===== src/rtl/dr_pkg.sv =====
// rtl/dr_pkg.sv - shared encodings for the window scheduler: read select, lane command, FSM state
package dr_pkg;

  typedef enum logic [1:0] {
    RPSEL_RR = 2'd0,
    RPSEL_BR = 2'd1,
    RPSEL_RP = 2'd2,
    RPSEL_NE = 2'd3
  } rpsel_e;

  typedef enum logic [1:0] {
    CMD_IB = 2'd0,
    CMD_SF = 2'd1,
    CMD_IF = 2'd2,
    CMD_NE = 2'd3
  } reg_cmd_e;

  typedef enum logic [2:0] {
    ST_IDLE    = 3'd0,
    ST_INIT_RD = 3'd1,
    ST_INIT_WT = 3'd2,
    ST_SHIFT   = 3'd3,
    ST_NTRAN   = 3'd4,
    ST_FLUSH   = 3'd5
  } wsched_state_e;

endpackage


===== src/rtl/wsched_pulse_gen.sv =====
// rtl/wsched_pulse_gen.sv - DWPE enable decode and line-FIFO pop delay line for window_sched
module wsched_pulse_gen
  import dr_pkg::*;
(
  input  logic          clk,
  input  logic          rst,
  input  wsched_state_e state,
  input  logic          pw_mode,
  output logic          pe_ena,
  output logic          fifo_read
);

  wsched_state_e prev_state;
  logic          shift_exit;
  logic          exit_d1;

  // The line FIFO pops two cycles after the FSM leaves a SHIFT window.
  assign shift_exit = (prev_state == ST_SHIFT) && (state != ST_SHIFT);

  always_ff @(posedge clk) begin
    if (rst) begin
      prev_state <= ST_IDLE;
      exit_d1    <= 1'b0;
      fifo_read  <= 1'b0;
    end else begin
      prev_state <= state;
      exit_d1    <= shift_exit;
      fifo_read  <= exit_d1;
    end
  end

  assign pe_ena = (state == ST_SHIFT) || (state == ST_FLUSH) ||
                  ((state == ST_INIT_WT) && pw_mode);

endmodule


===== src/rtl/window_sched.sv =====
// rtl/window_sched.sv - DWPE window scheduler: buffer reads, lane commands, tile control
// Defining WSCHED_PW_EN adds cfg_pw (pointwise, ksize=1, SHIFT bypassed).
module window_sched
  import dr_pkg::*;
#(
  parameter int POY       = 3,
  parameter int KSIZE_MAX = 5,
  parameter int COL_W     = 28,
  parameter int ROW_W     = 4
) (
  input  logic               clk,
  input  logic               rst,
  input  logic               start,
  input  logic [2:0]         cfg_ksize,
  input  logic [1:0]         cfg_stride,
  input  logic [ROW_W-1:0]   cfg_nrow,
`ifdef WSCHED_PW_EN
  input  logic               cfg_pw,
`endif
  output logic               rd_req,
  input  logic               rd_gnt,
  output logic [1:0]         rpsel,
  output logic [1:0]         bank,
  output logic [ROW_W-1:0]   row,
  output logic [COL_W-1:0]   col,
  output logic [2*POY-1:0]   reg_cmd,
  output logic               fifo_read,
  output logic               pe_ena,
  output logic               busy,
  output logic               done,
  output logic               cfg_err
);

  localparam logic [1:0] BANK_LAST = 2'(POY - 1);

  function automatic logic [2*POY-1:0] lanes_all(input reg_cmd_e c);
    logic [2*POY-1:0] v;
    for (int i = 0; i < POY; i++) v[2*i +: 2] = c;
    return v;
  endfunction

  // Top lane takes fresh buffer data while the rest inherit from the lane above.
  function automatic logic [2*POY-1:0] lanes_ntran();
    logic [2*POY-1:0] v;
    v = lanes_all(CMD_IF);
    v[2*(POY-1) +: 2] = CMD_IB;
    return v;
  endfunction

  wsched_state_e    state;
  logic [2:0]       ksize_q;
  logic [1:0]       stride_q;
  logic [ROW_W-1:0] nrow_q;
  logic             pw_q;
  logic [1:0]       init_cnt;
  logic [ROW_W-1:0] grp_cnt;
  logic [2:0]       shift_cnt;

  logic             pw_sel;
  logic [2:0]       ksize_min;
  logic             cfg_legal;
  logic             shift_last;
  logic [ROW_W:0]   grp_next;
  logic             grp_more;

`ifdef WSCHED_PW_EN
  assign pw_sel = cfg_pw;
`else
  assign pw_sel = 1'b0;
`endif

  assign ksize_min  = pw_sel ? 3'd1 : 3'd2;
  assign cfg_legal  = (cfg_ksize >= ksize_min) && (int'(cfg_ksize) <= KSIZE_MAX) &&
                      (cfg_stride != 2'd0) && (int'(cfg_stride) <= POY) &&
                      (cfg_nrow != '0);
  assign shift_last = (shift_cnt + 3'd2) == ksize_q;
  assign grp_next   = {1'b0, grp_cnt} + (ROW_W+1)'(1);
  assign grp_more   = grp_next < {1'b0, nrow_q};

  always_ff @(posedge clk) begin
    if (rst) begin
      state     <= ST_IDLE;
      ksize_q   <= '0;
      stride_q  <= '0;
      nrow_q    <= '0;
      pw_q      <= 1'b0;
      init_cnt  <= '0;
      grp_cnt   <= '0;
      shift_cnt <= '0;
      rd_req    <= 1'b0;
      rpsel     <= RPSEL_NE;
      reg_cmd   <= lanes_all(CMD_NE);
      bank      <= BANK_LAST;
      row       <= '0;
      col       <= '0;
      busy      <= 1'b0;
      done      <= 1'b0;
      cfg_err   <= 1'b0;
    end else begin
      done    <= 1'b0;
      cfg_err <= 1'b0;
      unique case (state)
        ST_IDLE: begin
          if (start) begin
            if (cfg_legal) begin
              ksize_q   <= cfg_ksize;
              stride_q  <= cfg_stride;
              nrow_q    <= cfg_nrow;
              pw_q      <= pw_sel;
              init_cnt  <= '0;
              grp_cnt   <= '0;
              shift_cnt <= '0;
              bank      <= BANK_LAST;
              row       <= '0;
              col       <= '0;
              busy      <= 1'b1;
              rd_req    <= 1'b1;
              if (pw_sel) begin
                state   <= ST_NTRAN;
                rpsel   <= RPSEL_BR;
                reg_cmd <= lanes_ntran();
              end else begin
                state   <= ST_INIT_RD;
                rpsel   <= RPSEL_RR;
              end
            end else begin
              cfg_err <= 1'b1;
            end
          end
        end

        ST_INIT_RD: begin
          if (rd_gnt) begin
            init_cnt <= init_cnt + 2'd1;
            state    <= ST_INIT_WT;
            rd_req   <= 1'b0;
            rpsel    <= RPSEL_NE;
            reg_cmd  <= lanes_all(CMD_IB);
          end
        end

        ST_INIT_WT: begin
          if (pw_q) begin
            // Pointwise: this IB cycle is the whole window.
            col <= col + COL_W'(1);
            if (grp_cnt < nrow_q) begin
              state   <= ST_NTRAN;
              rd_req  <= 1'b1;
              rpsel   <= RPSEL_BR;
              reg_cmd <= lanes_ntran();
            end else begin
              state   <= ST_FLUSH;
              done    <= 1'b1;
              reg_cmd <= lanes_all(CMD_NE);
            end
          end else begin
            state     <= ST_SHIFT;
            shift_cnt <= '0;
            reg_cmd   <= lanes_all(CMD_SF);
          end
        end

        ST_SHIFT: begin
          col <= col + COL_W'(1);
          if (shift_last) begin
            if (init_cnt < stride_q) begin
              state   <= ST_INIT_RD;
              rd_req  <= 1'b1;
              rpsel   <= RPSEL_RR;
              row     <= ROW_W'(init_cnt);
              reg_cmd <= lanes_all(CMD_NE);
            end else if (grp_more) begin
              state   <= ST_NTRAN;
              rd_req  <= 1'b1;
              rpsel   <= RPSEL_BR;
              reg_cmd <= lanes_ntran();
            end else begin
              state   <= ST_FLUSH;
              done    <= 1'b1;
              reg_cmd <= lanes_all(CMD_NE);
            end
          end else begin
            shift_cnt <= shift_cnt + 3'd1;
          end
        end

        ST_NTRAN: begin
          if (rd_gnt) begin
            if (bank == BANK_LAST) begin
              bank <= 2'd0;
              row  <= row + ROW_W'(1);
            end else begin
              bank <= bank + 2'd1;
            end
            grp_cnt <= grp_cnt + ROW_W'(1);
            rd_req  <= 1'b0;
            rpsel   <= RPSEL_NE;
            if (pw_q) begin
              state   <= ST_INIT_WT;
              reg_cmd <= lanes_all(CMD_IB);
            end else begin
              state     <= ST_SHIFT;
              shift_cnt <= '0;
              reg_cmd   <= lanes_all(CMD_SF);
            end
          end
        end

        ST_FLUSH: begin
          state     <= ST_IDLE;
          busy      <= 1'b0;
          init_cnt  <= '0;
          grp_cnt   <= '0;
          shift_cnt <= '0;
          reg_cmd   <= lanes_all(CMD_NE);
        end

        default: state <= ST_IDLE;
      endcase
    end
  end

  wsched_pulse_gen u_pulse_gen (
    .clk       (clk),
    .rst       (rst),
    .state     (state),
    .pw_mode   (pw_q),
    .pe_ena    (pe_ena),
    .fifo_read (fifo_read)
  );

endmodule


===== config.mk =====
export PLATFORM = sky130hd
export DESIGN_NAME = window_sched
export DESIGN_NICKNAME = d
export VERILOG_FILES = /design/src/rtl/dr_pkg.sv /design/src/rtl/wsched_pulse_gen.sv /design/src/rtl/window_sched.sv
export SDC_FILE = /design/constraint.sdc
export NUM_CORES = 1
export LEC_CHECK = 0
export BUFFER_PORTS_ARGS = -buffer_cell sky130_fd_sc_hd__buf_2
export CORE_UTILIZATION = 35
export DETAILED_ROUTE_END_ITERATION = 16
export HOLD_SLACK_MARGIN = 0.15
export PLACE_DENSITY = 0.64
export RECOVER_POWER = 50
export REMOVE_ABC_BUFFERS = 1
export SYNTH_ARGS = -nofsm -noshare
export SYNTH_HDL_FRONTEND = slang
export SYNTH_SLANG_ARGS = --single-unit

===== constraint.sdc =====
create_clock -name clk -period 2.9 [get_ports clk]
set_input_delay 0.435 -clock clk [delete_from_list [all_inputs] [get_ports clk]]
set_output_delay 0.435 -clock clk [all_outputs]
set_load 0.05 [all_outputs]

Yosys cells after proc, flatten, opt, wreduce, memory -nomap -nowiden
Cells that the tools add are included.
- register bits: 72
- output and inout port bits: 48
- $add $sub $neg: 8
- bitwise logic cells: 5
- equality and inequality tests: 20
- muxes and demuxes: 55
- magnitude comparators: 5
- reductions and logical operators: 32
- operators with widths (kind ; count):
    two-way mux 28 bit ; 2
    one-hot mux 28 bit (2 select lines) ; 1
    two-way mux 3 bit ; 10
    two-way mux 6 bit ; 5
    one-hot mux 6 bit (5 select lines) ; 1
    adder 28 x 1 -> 28 bit (second input constant) ; 1
    two-way mux 4 bit ; 7
    one-hot mux 4 bit (3 select lines) ; 2
    two-way mux 2 bit ; 11
    AND reduction 4 bit ; 5
    != test 2 bit (second input constant) ; 9
    one-hot mux 3 bit (5 select lines) ; 1
    one-hot mux 2 bit (3 select lines) ; 2
    one-hot mux 3 bit (4 select lines) ; 1
    nonzero test 3 bit ; 4
    AND reduction 5 bit ; 2
    nonzero test 5 bit ; 2
    == test 3 x 2 -> 1 bit (second input constant) ; 3
    two-way mux 1 bit ; 9
    adder 4 x 1 -> 4 bit (second input constant) ; 2
    AND reduction 8 bit ; 1
    nonzero test 4 bit ; 2
    AND reduction 7 bit ; 1
    == test 3 bit (second input constant) ; 2
    other kinds (27) ; 39

Depth between registers and ports, before layout
Gate-level depths: netlist of the first run.
- depth in word-level cells: 7
- gate-level depth with buffers: 8
- gate-level depth less buffers: 8

By module
From an unflattened synthesis of the first run, not the netlist that was laid out.
- cells, all modules: 396
- area, all modules: 3276.9 sq um
- by module, submodules not included (module ; instances ; area each (sq um) ; cells each ; seq. area each (sq um)):
    window_sched ; 1 ; 3111.7 ; 381 ; 1281.2
    wsched_pulse_gen ; 1 ; 165.2 ; 15 ; 100.1

Least setup slack after synthesis of the first run
No wires, ideal clock.
- path type: register -> register
- from: register col[5]
- to: register col[18]
- cell stages (with the launch flop): 8
- clock period less this slack: 2262 ps
- required time: 2830 ps
- data arrival time: 2192 ps
- path slack: 638 ps
- library setup time: 70 ps
- cells stage by stage: dfxtp_1 > and4_1 > buf_2 > and3_1 > clkbuf_2 > nand3_1 > or4_1 > a21oi_1
- cells in the longest elaborated chain, start to end: 2
- ends and longest elaborated chain (element ; RTL line ; RTL):
    from (decl) ; window_sched.sv:25 ; output logic [COL_W-1:0] col,
    from (signal assigned) ; window_sched.sv:145 ; col <= col + COL_W'(1);
    from (signal assigned) ; window_sched.sv:164 ; col <= col + COL_W'(1);
    adder 28 x 1 -> 28 bit ; window_sched.sv:145, window_sched.sv:164 ;
    one-hot mux 28 bit (2 select lines) ; window_sched.sv:102 ; unique case (state)
No other way between the ends.
A chain may end at the register's enable or synchronous reset.

Worst setup path after layout of the first run
- from: register grp_cnt[0]
- to: register rpsel[1]
- cells in the longest elaborated chain, start to end: 4
- elaborated cells on any way between the ends: 6
- those cells by class: 1 x add/sub; 2 x order compare; 2 x eq/ne; 1 x reduce/logical
- ends and longest elaborated chain (element ; RTL line ; RTL):
    from (decl) ; window_sched.sv:56 ; logic [ROW_W-1:0] grp_cnt;
    from (signal assigned) ; window_sched.sv:195 ; grp_cnt <= grp_cnt + ROW_W'(1);
    adder 4 x 1 -> 5 bit ; window_sched.sv:77 ; assign grp_next = {1'b0, grp_cnt} + (ROW_W+1)'(1);
    < comparator 5 x 4 -> 1 bit ; window_sched.sv:78 ; assign grp_more = grp_next < {1'b0, nrow_q};
    != test 3 bit (no source line) ; n/a ;
    AND reduction 8 bit (no source line) * ; n/a ;
    to (signal assigned) ; window_sched.sv:91 ; rpsel <= RPSEL_NE;
    to (signal assigned) ; window_sched.sv:120 ; rpsel <= RPSEL_BR;
    to (signal assigned) ; window_sched.sv:124 ; rpsel <= RPSEL_RR;
    to (decl) ; window_sched.sv:22 ; output logic [1:0] rpsel,
Mark *: on every way between the ends. The rest lies on a longest branch, timed or not.

==> results.md, run 1 <==
- DRC violations left: 0
- Hold EP: ksize_q[2]
- Setup TNS: 0 ns
- Net count, final: 510
- GP Congestion: 0.986
- Comb pwr share: 33.8%
- Fillers: 1,067
- Vias: 3,472
- Initial drt markers: 137
- H-tree lvl count: 3
- Critical R2R Capture: rpsel[1]
- Post-CTS sizing: 0
- Synthesized cell area: 0.00355 sq mm
- First-pass GRT wire length: 15.3 mm
- Clock latency on the worst-skew pair: 0.35 ns
- # Post-CTS Setup Buffers: 0
- Initial antenna violation count: 0
- Die width: 103 microns
- Required time worst endpoint: 3.14 ns
- Initial core utilization: 36.2%
- Final hold violations: 0
- Yosys reg bits: 69
- Core footprint: 0.00982 sq mm
- Final Skew: 0.0103 ns
- Net Sw Frac: 38.8%
- Grt total ovfl: 0
- Top Usage Layer GRT: met2
- Die Y-Extent: 103 microns
- Flop pwr share: 35.6%
- MaxCap Viol Count: 1
- Synth Flop Type: dfxtp_1
- Critical setup path kind: flip-flop to flip-flop
- Vias/cell: 5.54
- Fmax achieved: 0.396 GHz
- CTS buffer count: 9
- Vias in the first global route: 3,176
- HPWL after DPL: 6.70 mm
- CP max FO: 5
- CP dominant cell by count: ha_1
- Wire per inst: 14.9 microns
- Outcome: finished with violations
- Hold/Removal Path Class: input pin to flip-flop
- Post-route ant nets: 0
- Period utilization: 87.0%
- Crit path largest cell delay: 0.50 ns
- Reg2Reg Depth: 8
- Port bufs: 60
- Slew headroom: -24.0%
- Crit path cell chain: ha_1 -> xor2_1 -> ha_1 -> o21ai_0 -> a21oi_1 -> o311ai_0 -> o211ai_1 -> o32a_1
- Crit start category: flip-flop
- Count of cell types in the netlist: 57
- Max Slew Vio Count: 40
- Global Route met3 Usage: 4.34%
- Post-route total power: 3.15 mW
- Clock power share: 30.6%
- Sw Pwr: 1.22 mW
- FP Rows: 36
- CTS root buf: clkbuf_8
- Multi-input gate area: 0.00198 sq mm
- Min-delay src: cfg_ksize[1]
- TritonCTS Sinks: 69
- Share of cells above drive strength 1: 8.91%
- Synth Instances: 438
- Total GRT Usage: 18.6%
- Clk slew on worst S/H paths: 0.07 ns
- Pin count of the biggest net entering global routing: 47
- RSZ-0062 raised after global routing: no
- Crit-path slowest cell: o311ai_0
- Max Root-Sink Buffers: 2
- CP Data Arrival Time: 2.76 ns
- Syn-to-layout area delta: 16.5%
- Worst vdd ir: 531 uV
- Failing checks: capacitance limit, slew limit
- Reg area: 0.00138 sq mm
- GR Util met1: 23.3%
- PwrDens: 762 mW/mm^2
- Final setup fails: 0
- Met2 global-route usage: 30.7%
- Synth async-reset ratio: 0%
- Die area: 0.0106 sq mm
- Final min period: 2.52 ns
- Post-synthesis average cell area: 8.11 sq um
- Pleak: 1.41 nW
- Worst hold stages: 2
- FF-to-FF setup slack: 0.38 ns
- Final WL: 9.36 mm
- Post-synth EDFFs: 0
- DRT Pass-1 Iters: 5
- Ant. Diodes: 0
- Critical R2R Launch: grp_cnt[0]
- Setup crit end kind: flip-flop
- Internal: 1.93 mW
- TritonCTS clock tree: built
- I/O pins: 61
- Actual slew at the worst max-slew pin: 1.86 ns
- Sequential share of the synthesized area: 38.9%
- Post-cts hold buffer count: 0
- Yosys Warn Count: 0
## layer usage
| metal | vias to the layer above | wire length (microns) |
|---|---|---|
| met2 | 109 | 4480 |
| met5 | - | 0 |
| li1 | 1719 | - |
| met3 | 14 | 579 |
| met1 | 1630 | 4190 |
| met4 | 0 | 115 |
## sequential cells by signal, summed over array words and instances, names as in the netlist
signal                  count
bank                        2
busy                        1
cfg_err                     1
col                        28
done                        1
grp_cnt                     4
init_cnt                    2
ksize_q                     3
nrow_q                      4
rd_req                      1
reg_cmd                     3
row                         4
rpsel                       2
shift_cnt                   3
state                       3
stride_q                    2
u_pulse_gen.exit_d1         1
u_pulse_gen.fifo_read       1
u_pulse_gen.prev_state      3
## Yosys cell counts, types with 3 or more instances
library cell / n / area share, %
o31a_1: 3 / 0.74
and2_1: 3 / 0.53
nor4_1: 6 / 1.1
o21ai_0: 16 / 2.3
o21a_1: 6 / 1.3
or4_1: 17 / 3.6
nor2b_1: 11 / 1.9
o31ai_1: 17 / 3.6
buf_4: 3 / 0.63
ha_1: 8 / 2.8
nor3_1: 12 / 1.7
inv_1: 12 / 1.3
xor2_1: 4 / 0.99
nand4_1: 7 / 1.2
a21oi_1: 54 / 7.6
or3_1: 6 / 1.1
clkbuf_1: 21 / 2.2
and4_1: 3 / 0.74
dfxtp_1: 69 / 39
nand2_1: 42 / 4.4
nor2_1: 34 / 3.6
nand3_1: 16 / 2.3
nand2b_1: 8 / 1.4
a31oi_1: 4 / 0.70
and3_1: 4 / 0.70
mux2i_1: 5 / 1.4
o211ai_1: 4 / 0.85
xnor2_1: 4 / 0.99
a211oi_1: 4 / 0.85
## how the worst max path moves through the flow
stage | start | to | slack [ns]
finish | grp_cnt[0] | rpsel[1] | 0.38
global route | grp_cnt[0] | rpsel[1] | 0.24
CTS | grp_cnt[0] | rpsel[1] | 0.38
detailed placement | grp_cnt[0] | rpsel[1] | 0.40
global placement | grp_cnt[0] | rpsel[1] | 0.48
floorplan | state[1] | col[10] | 0.61
## worst max-delay path: cells and delay by family (launching register included)
family                   cells  cell delay [ns]
AO/OA/AOI/OAI                5             1.36
flip-flops                   1             0.40
XOR/XNOR                     1             0.17
adder cells (fa/ha/maj)      2             0.49
## cells in the final DEF, fill, tap and decap left out, types with 16 or more instances in the layout
| cell type | synthesis | routed |
|---|---|---|
| o21ai_0 | 16 | 16 |
| or4_1 | 17 | 17 |
| dfxtp_1 | 69 | 69 |
| nand3_1 | 16 | 16 |
| a21oi_1 | 54 | 54 |
| nor2_1 | 34 | 34 |
| clkbuf_1 | 21 | 51 |
| o31ai_1 | 17 | 17 |
| nand2_1 | 42 | 42 |
## per-stage QoR
step                instances  area [sq um]  hold WS (ns)  setup slack (ns)  utilization, %
floorplan                 409          3410         0.372             0.610               -
CTS                       627          4200         0.322             0.384            42.8
detailed placement        611          3960         0.384             0.400            40.3
finish                    627          4140         0.327             0.377            42.1
global placement          611          3960         0.375             0.478            40.3
global route              627          4140         0.335             0.242            42.1
## kinds of logic after synthesis
group / Yosys count / synth area share, %
compound gates: 130 / 23.5
buf+inv: 42 / 5.25
fa+ha+maj: 8 / 2.82
mux: 6 / 1.73
xor+xnor: 8 / 1.97
simple gates: 175 / 25.8
flops: 69 / 38.9
## layout make-up
type | count | area share (%)
Inverter | 13 | 1.18
Clock inverter | 4 | 2.30
Timing Repair Buffer | 69 | 7.65
Sequential cell | 69 | 33.4
Multi-Input combinational cell | 327 | 47.9
Tap cell | 133 | 4.02
Clock buffer | 12 | 3.51
## power groups by stage
stage               Combinational [mW]  Sequential (mW)  Clock [mW]
global placement                  1.07             1.14           0
detailed placement                1.07             1.14           0
finish                            1.07             1.12       0.965
floorplan                        0.502             1.39           0
CTS                               1.08             1.12       0.987
global route                      1.14             1.14        1.03
Note: power is estimated with default switching activity, not from simulation.
==> inputs of run 2 (changes only) <==
PLACE_DENSITY = default   (was 0.64)
SETUP_SLACK_MARGIN = 0.1   (was default)
==> run 2 against run 1 <==
  * The run still ends with capacitance limit, slew limit left
  * Die area unchanged
  * Largest cell class unchanged
  * Clock skew hardly changed
  * Largest power group unchanged
  * Critical endpoint unchanged
  * Sequential power about the same
  * Global-route usage down 0.67 points
==> results.md, run 2 (synthesis results as in run 1) <==
- Pin count of the biggest net entering global routing: 47 (unchanged)
- HPWL after DPL: 6.59 mm (-1.7%)
- I/O pins: 61 (unchanged)
- Initial drt markers: 144 (+5.1%)
- Critical setup path kind: flip-flop to flip-flop
- RSZ-0062 raised after global routing: no
- Critical R2R Capture: rpsel[1]
- Setup crit end kind: flip-flop
- Core footprint: 0.00982 sq mm (unchanged)
- Global Route met3 Usage: 4.47% (+0.14 points)
- Die Y-Extent: 103 microns (unchanged)
- Ant. Diodes: 0 (unchanged)
- H-tree lvl count: 3 (unchanged)
- Max Root-Sink Buffers: 2 (unchanged)
- Grt total ovfl: 0 (unchanged)
- Final Skew: 0.00994 ns (-0.000327 ns)
- Port bufs: 60 (unchanged)
- Crit start category: flip-flop
- Most flop-heavy register: col
- Final min period: 2.55 ns (+0.0299 ns)
- Final setup fails: 0 (unchanged)
- Wire per inst: 14.7 microns (-1.7%)
- FP Rows: 36 (unchanged)
- CP max FO: 5 (unchanged)
- Placed Cells: 609 (-0.33%)
- MaxCap Viol Count: 1 (unchanged)
- Die area: 0.0106 sq mm (unchanged)
- Most frequent cells in the layout: dfxtp_1, a21oi_1, clkbuf_1
- CTS buffer count: 9 (unchanged)
- Net count, final: 508 (-0.39%)
- PwrDens: 761 mW/mm^2 (-0.22%)
- Post-route ant nets: 0 (unchanged)
- Post-layout util: 41.9% (-0.19 points)
- Final WL: 9.17 mm (-2.1%)
- Worst vdd ir: 557 uV (+4.8%)
- Post-CTS sizing: 0 (unchanged)
- Min-delay src: cfg_ksize[1]
- # Post-CTS Setup Buffers: 0 (unchanged)
- Failing checks: capacitance limit, slew limit
- TritonCTS Sinks: 69 (unchanged)
- Post-cts hold buffer count: 0 (unchanged)
- Met2 global-route usage: 29.7% (-0.97 points)
- Commonest non-fill, non-tap cell in the layout: dfxtp_1
- Top Usage Layer GRT: met2
- Period utilization: 88.0% (+1.0 points)
- Initial antenna violation count: 0 (unchanged)
- Hold EP: ksize_q[2]
- Critical R2R Launch: grp_cnt[0]
- Clock latency on the worst-skew pair: 0.34 ns (about the same)
- Fmax achieved: 0.392 GHz (-1.2%)
- GR Util met1: 22.1% (-1.2 points)
- Fillers: 1,065 (-0.19%)
- Max reg flops: 28 (unchanged)
- CP Data Arrival Time: 2.78 ns (+0.02 ns)
- Max Slew Vio Count: 40 (unchanged)
- Syn-to-layout area delta: 16.0%
- DRC violations left: 0 (unchanged)
- GP Congestion: 0.920 (-6.8%)
- CTS root buf: clkbuf_8
- Pleak: 1.40 nW (-1.2%)
- Die width: 103 microns (unchanged)
- Outcome: finished with violations
- Clk slew on worst S/H paths: 0.07 ns (about the same)
- TritonCTS clock tree: built
- Post-route total power: 3.13 mW (-0.67%)
- Hold/Removal Path Class: input pin to flip-flop
- Total GRT Usage: 17.9% (-0.67 points)
- Vias: 3,443 (-0.84%)
- FF-to-FF setup slack: 0.35 ns (-0.03 ns)
- Cell Count, Final, Fillers Out: 625 (-0.32%)
- Setup TNS: 0 ns (unchanged)
- Final hold violations: 0 (unchanged)
- Share of cells above drive strength 1: 8.33% (-0.57 points)
- First-pass GRT wire length: 14.7 mm (-3.8%)
- Required time worst endpoint: 3.13 ns (about the same)
- Vias in the first global route: 3,100 (-2.4%)
- Reg2Reg Depth: 8 (unchanged)
- Worst hold stages: 2 (unchanged)
- Vias/cell: 5.51 (-0.52%)
- Initial core utilization: 36.2% (unchanged)
- Actual slew at the worst max-slew pin: 1.74 ns (-0.117 ns)
- Slew headroom: -16.2% (+7.8 points)
- DRT Pass-1 Iters: 4 (-1)
[run 2: changes by cell type in the layout (fill, tap and decap cells not counted), sizes merged]
cell / previous run / this run
clkbuf: 61 / 62
buf: 20 / 17
[run 2: per-layer routing]
layer	vias to the layer above	part of all wire [%]
met5	-	0
met3	17	5.0
met4	0	2.1
li1	1708	-
met2	88	48
met1	1630	45
[run 2: critical path, cell delays in order, from the launching register on]
cell and delay (ns):
dfxtp_1 0.41, ha_1 0.26, xor2_1 0.17, ha_1 0.24
o21ai_0 0.17, a21oi_1 0.07, o311ai_0 0.47, o211ai_1 0.27
o32a_1 0.38
[run 2: stage by stage]
stage          hold WS [ns]  worst slack (ns)  instance area, sq um
2_1_floorplan         0.372             0.610                  3410
3_3_place_gp          0.378             0.459                  3950
3_5_place_dp          0.382             0.375                  3950
4_1_cts               0.301             0.352                  4190
5_1_grt               0.311             0.154                  4120
6_report              0.313             0.347                  4120
[run 2: area by class of cell]
type | instances | area [sq um] | area share [%]
clock buffer | 12 | 145 | 3.52
clock inverter | 4 | 95.1 | 2.31
inverter | 13 | 48.8 | 1.19
multi-input combinational | 327 | 1980 | 48.2
sequential | 69 | 1380 | 33.5
tap | 133 | 166 | 4.04
timing repair buffer | 67 | 298 | 7.23
[run 2: worst max path at each step]
stage                           from  slack (ns)  endpoint
after floorplan             state[1]        0.61   col[10]
after global placement    grp_cnt[0]        0.46  rpsel[1]
after detailed placement  grp_cnt[0]        0.38  rpsel[1]
after CTS                 grp_cnt[0]        0.35  rpsel[1]
after global routing      grp_cnt[0]        0.15  rpsel[1]
final                     grp_cnt[0]        0.35  rpsel[1]
[run 2: power by group]
| part | total, mW | switching (mW) | internal [mW] |
|---|---|---|---|
| registers | 1.14 | 0.0965 | 1.04 |
| logic | 1.03 | 0.744 | 0.288 |
| clock network | 0.962 | 0.367 | 0.595 |
==> inputs of run 3 (changes only) <==
--- a/config.mk
+++ b/config.mk
@@ -8,5 +8,7 @@
 export BUFFER_PORTS_ARGS = -buffer_cell sky130_fd_sc_hd__buf_2
 export CORE_UTILIZATION = 35
+export CTS_BUF_LIST = sky130_fd_sc_hd__clkbuf_16
 export DETAILED_ROUTE_END_ITERATION = 16
+export GPL_TIMING_DRIVEN = 0
 export HOLD_SLACK_MARGIN = 0.15
 export RECOVER_POWER = 50
==> constraint.sdc (replaced) <==
create_clock -name clk -period 2.9 [get_ports clk]
set_input_delay 0.58 -clock clk [delete_from_list [all_inputs] [get_ports clk]]
set_output_delay 0.58 -clock clk [all_outputs]
set_load 0.05 [all_outputs]
==> run 3 against run 2 <==
  * The flow now finishes without violations
  * First-iteration DRC count rose by 12%
  * Sequential power hardly changed
  * Setup slack lost 0.011 ns
  * Non-clock buffer count shrank 7
  * Global-route usage up 0.16 points
  * Largest cell class unchanged
==> results.md, run 3 (synthesis results as in run 1) <==
- Outcome: complete, no violations
- FP Rows: 36 (unchanged)
- MaxCap Viol Count: 0 (-1)
- Sw Pwr: 1.29 mW (+7.2%)
- Ant. Diodes: 0 (unchanged)
- Most frequent cells in the layout: dfxtp_1, a21oi_1, clkbuf_1
- Worst slack, placed: -0.0192 ns (-0.394 ns)
- Post-route ant nets: 0 (unchanged)
- CP dominant cell by count: nand2_1
- Initial core utilization: 36.2% (unchanged)
- Net Sw Frac: 36.7% (-1.8 points)
- Worst vdd ir: 506 uV (-9.2%)
- Period utilization: 88.4% (+0.38 points)
- Total GRT Usage: 18.0% (+0.16 points)
- CP max FO: 21 (+16)
- Share of cells above drive strength 1: 8.04% (-0.29 points)
- Clk slew on worst S/H paths: 0.06 ns (about the same)
- Pin count of the biggest net entering global routing: 47 (unchanged)
- Post-route total power: 3.53 mW (+13%)
- First-pass GRT wire length: 14.7 mm (about the same)
- Delay-heaviest family, CP: simple AND/OR/NAND/NOR gates
- PwrDens: 838 mW/mm^2 (+10%)
- Pleak: 1.43 nW (+2.3%)
- Vias: 3,390 (-1.5%)
- Port bufs: 60 (unchanged)
- Die area: 0.0106 sq mm (unchanged)
- Net count, final: 501 (-1.4%)
- CTS buffer count: 9 (unchanged)
- TritonCTS Sinks: 69 (unchanged)
- Die Y-Extent: 103 microns (unchanged)
- Max Slew Vio Count: 0 (-100%)
- Setup crit end kind: flip-flop
- Flop pwr share: 33.0% (-3.3 points)
- Initial antenna violation count: 0 (unchanged)
- Fmax achieved: 0.390 GHz (-0.43%)
- Die width: 103 microns (unchanged)
- GP Congestion: 0.905 (-1.6%)
- Crit path largest cell delay: 0.68 ns (+0.21 ns)
- Internal: 2.23 mW (+16%)
- Post-cts hold buffer count: 0 (unchanged)
- Initial drt markers: 161 (+12%)
- Max Root-Sink Buffers: 2 (unchanged)
- Crit path cell chain: or2_1 -> nor4_4 -> nand2_1 -> nand2_1 -> nor2_1
- CTS root buf: clkbuf_16
- Most flop-heavy register: col
- Final hold violations: 0 (unchanged)
- Grt total ovfl: 0 (unchanged)
- Final WL: 9.32 mm (+1.7%)
- HPWL after DPL: 6.44 mm (-2.2%)
- Vias/cell: 5.49 (-0.42%)
- Cell Count, Final, Fillers Out: 618 (-1.1%)
- Syn-to-layout area delta: 18.5%
- Clock latency on the worst-skew pair: 0.34 ns (about the same)
- DRC violations left: 0 (unchanged)
- Core footprint: 0.00982 sq mm (unchanged)
- H-tree lvl count: 3 (unchanged)
- Slew headroom: 34.2% (+50 points)
- Commonest non-fill, non-tap cell in the layout: dfxtp_1
- Placed Cells: 602 (-1.1%)
- I/O pins: 61 (unchanged)
- TritonCTS clock tree: built
- Final setup fails: 0 (unchanged)
- Clock power share: 39.2% (+8.5 points)
- Comb pwr share: 27.8% (-5.1 points)
- Final Skew: 0.00832 ns (-0.00162 ns)
- Buf/Inv on CP: 0 (unchanged)
- CP Data Arrival Time: 2.75 ns (-0.03 ns)
- Vias in the first global route: 3,006 (-3.0%)
- Max reg flops: 28 (unchanged)
- DRT Pass-1 Iters: 4 (unchanged)
- Critical setup path kind: flip-flop to flip-flop
- Final worst slack: 0.336 ns (-0.0111 ns)
- Required time worst endpoint: 3.09 ns (-0.04 ns)
- RSZ-0062 raised after global routing: no
- Hold/Removal Path Class: flip-flop to flip-flop
- Final min period: 2.56 ns (+0.0111 ns)
- # Post-CTS Setup Buffers: 0 (unchanged)
- Actual slew at the worst max-slew pin: 0.985 ns (-0.758 ns)
- Crit-path slowest cell: nand2_1
- Crit start category: flip-flop
- Wire per inst: 15.1 microns (+2.8%)
## run 3: cell type report
| class | instances | area, sq um |
|---|---|---|
| fill | 1049 | 5610 |
| multi-input combinational | 327 | 2000 |
| sequential | 69 | 1380 |
| timing repair buffer | 60 | 241 |
| clock buffer | 9 | 225 |
| tap | 133 | 166 |
| clock inverter | 7 | 146 |
| inverter | 13 | 48.8 |
## run 3: final timing paths
path / startpoint / to / slack, ns / depth (start not counted)
max: state[1] / col[2] / 0.34 / 5
min: u_pulse_gen.prev_state[2] / u_pulse_gen.exit_d1 / 0.40 / 1
max reg2reg: state[1] / col[2] / 0.34 / 5
min reg2reg: u_pulse_gen.prev_state[2] / u_pulse_gen.exit_d1 / 0.40 / 1
## run 3: through the flow
stage | area (sq um) | hold slack [ns] | utilization, % | setup TNS (ns)
detailed placement | 3890 | 0.387 | 39.6 | -0.0764
CTS | 4260 | 0.395 | 43.4 | 0
global placement | 3880 | 0.377 | 39.5 | -5.56
finish | 4210 | 0.397 | 42.9 | 0
global route | 4210 | 0.418 | 42.9 | 0
floorplan | 3410 | 0.372 | - | 0
## run 3: layer usage
metal | up-vias | track usage [%] | wire length, microns
li1 | 1702 | - | -
met1 | 1590 | 23.3 | 4280
met2 | 88 | 29.2 | 4490
met3 | 10 | 4.41 | 476
met4 | 0 | 6.48 | 78
met5 | - | 0 | 0
## run 3: repair_timing
item | in CTS | in global routing
gates resized for setup | 1 | 2
setup endpoints to repair | 14 | 15
pin swaps | 0 | 0
## run 3: power groups by stage
stage	Clock [mW]	Sequential, mW	Combinational, mW
global route	1.45	1.18	1.06
global placement	0	1.18	0.967
floorplan	0	1.39	0.502
CTS	1.41	1.16	0.991
finish	1.38	1.16	0.982
detailed placement	0	1.18	0.980
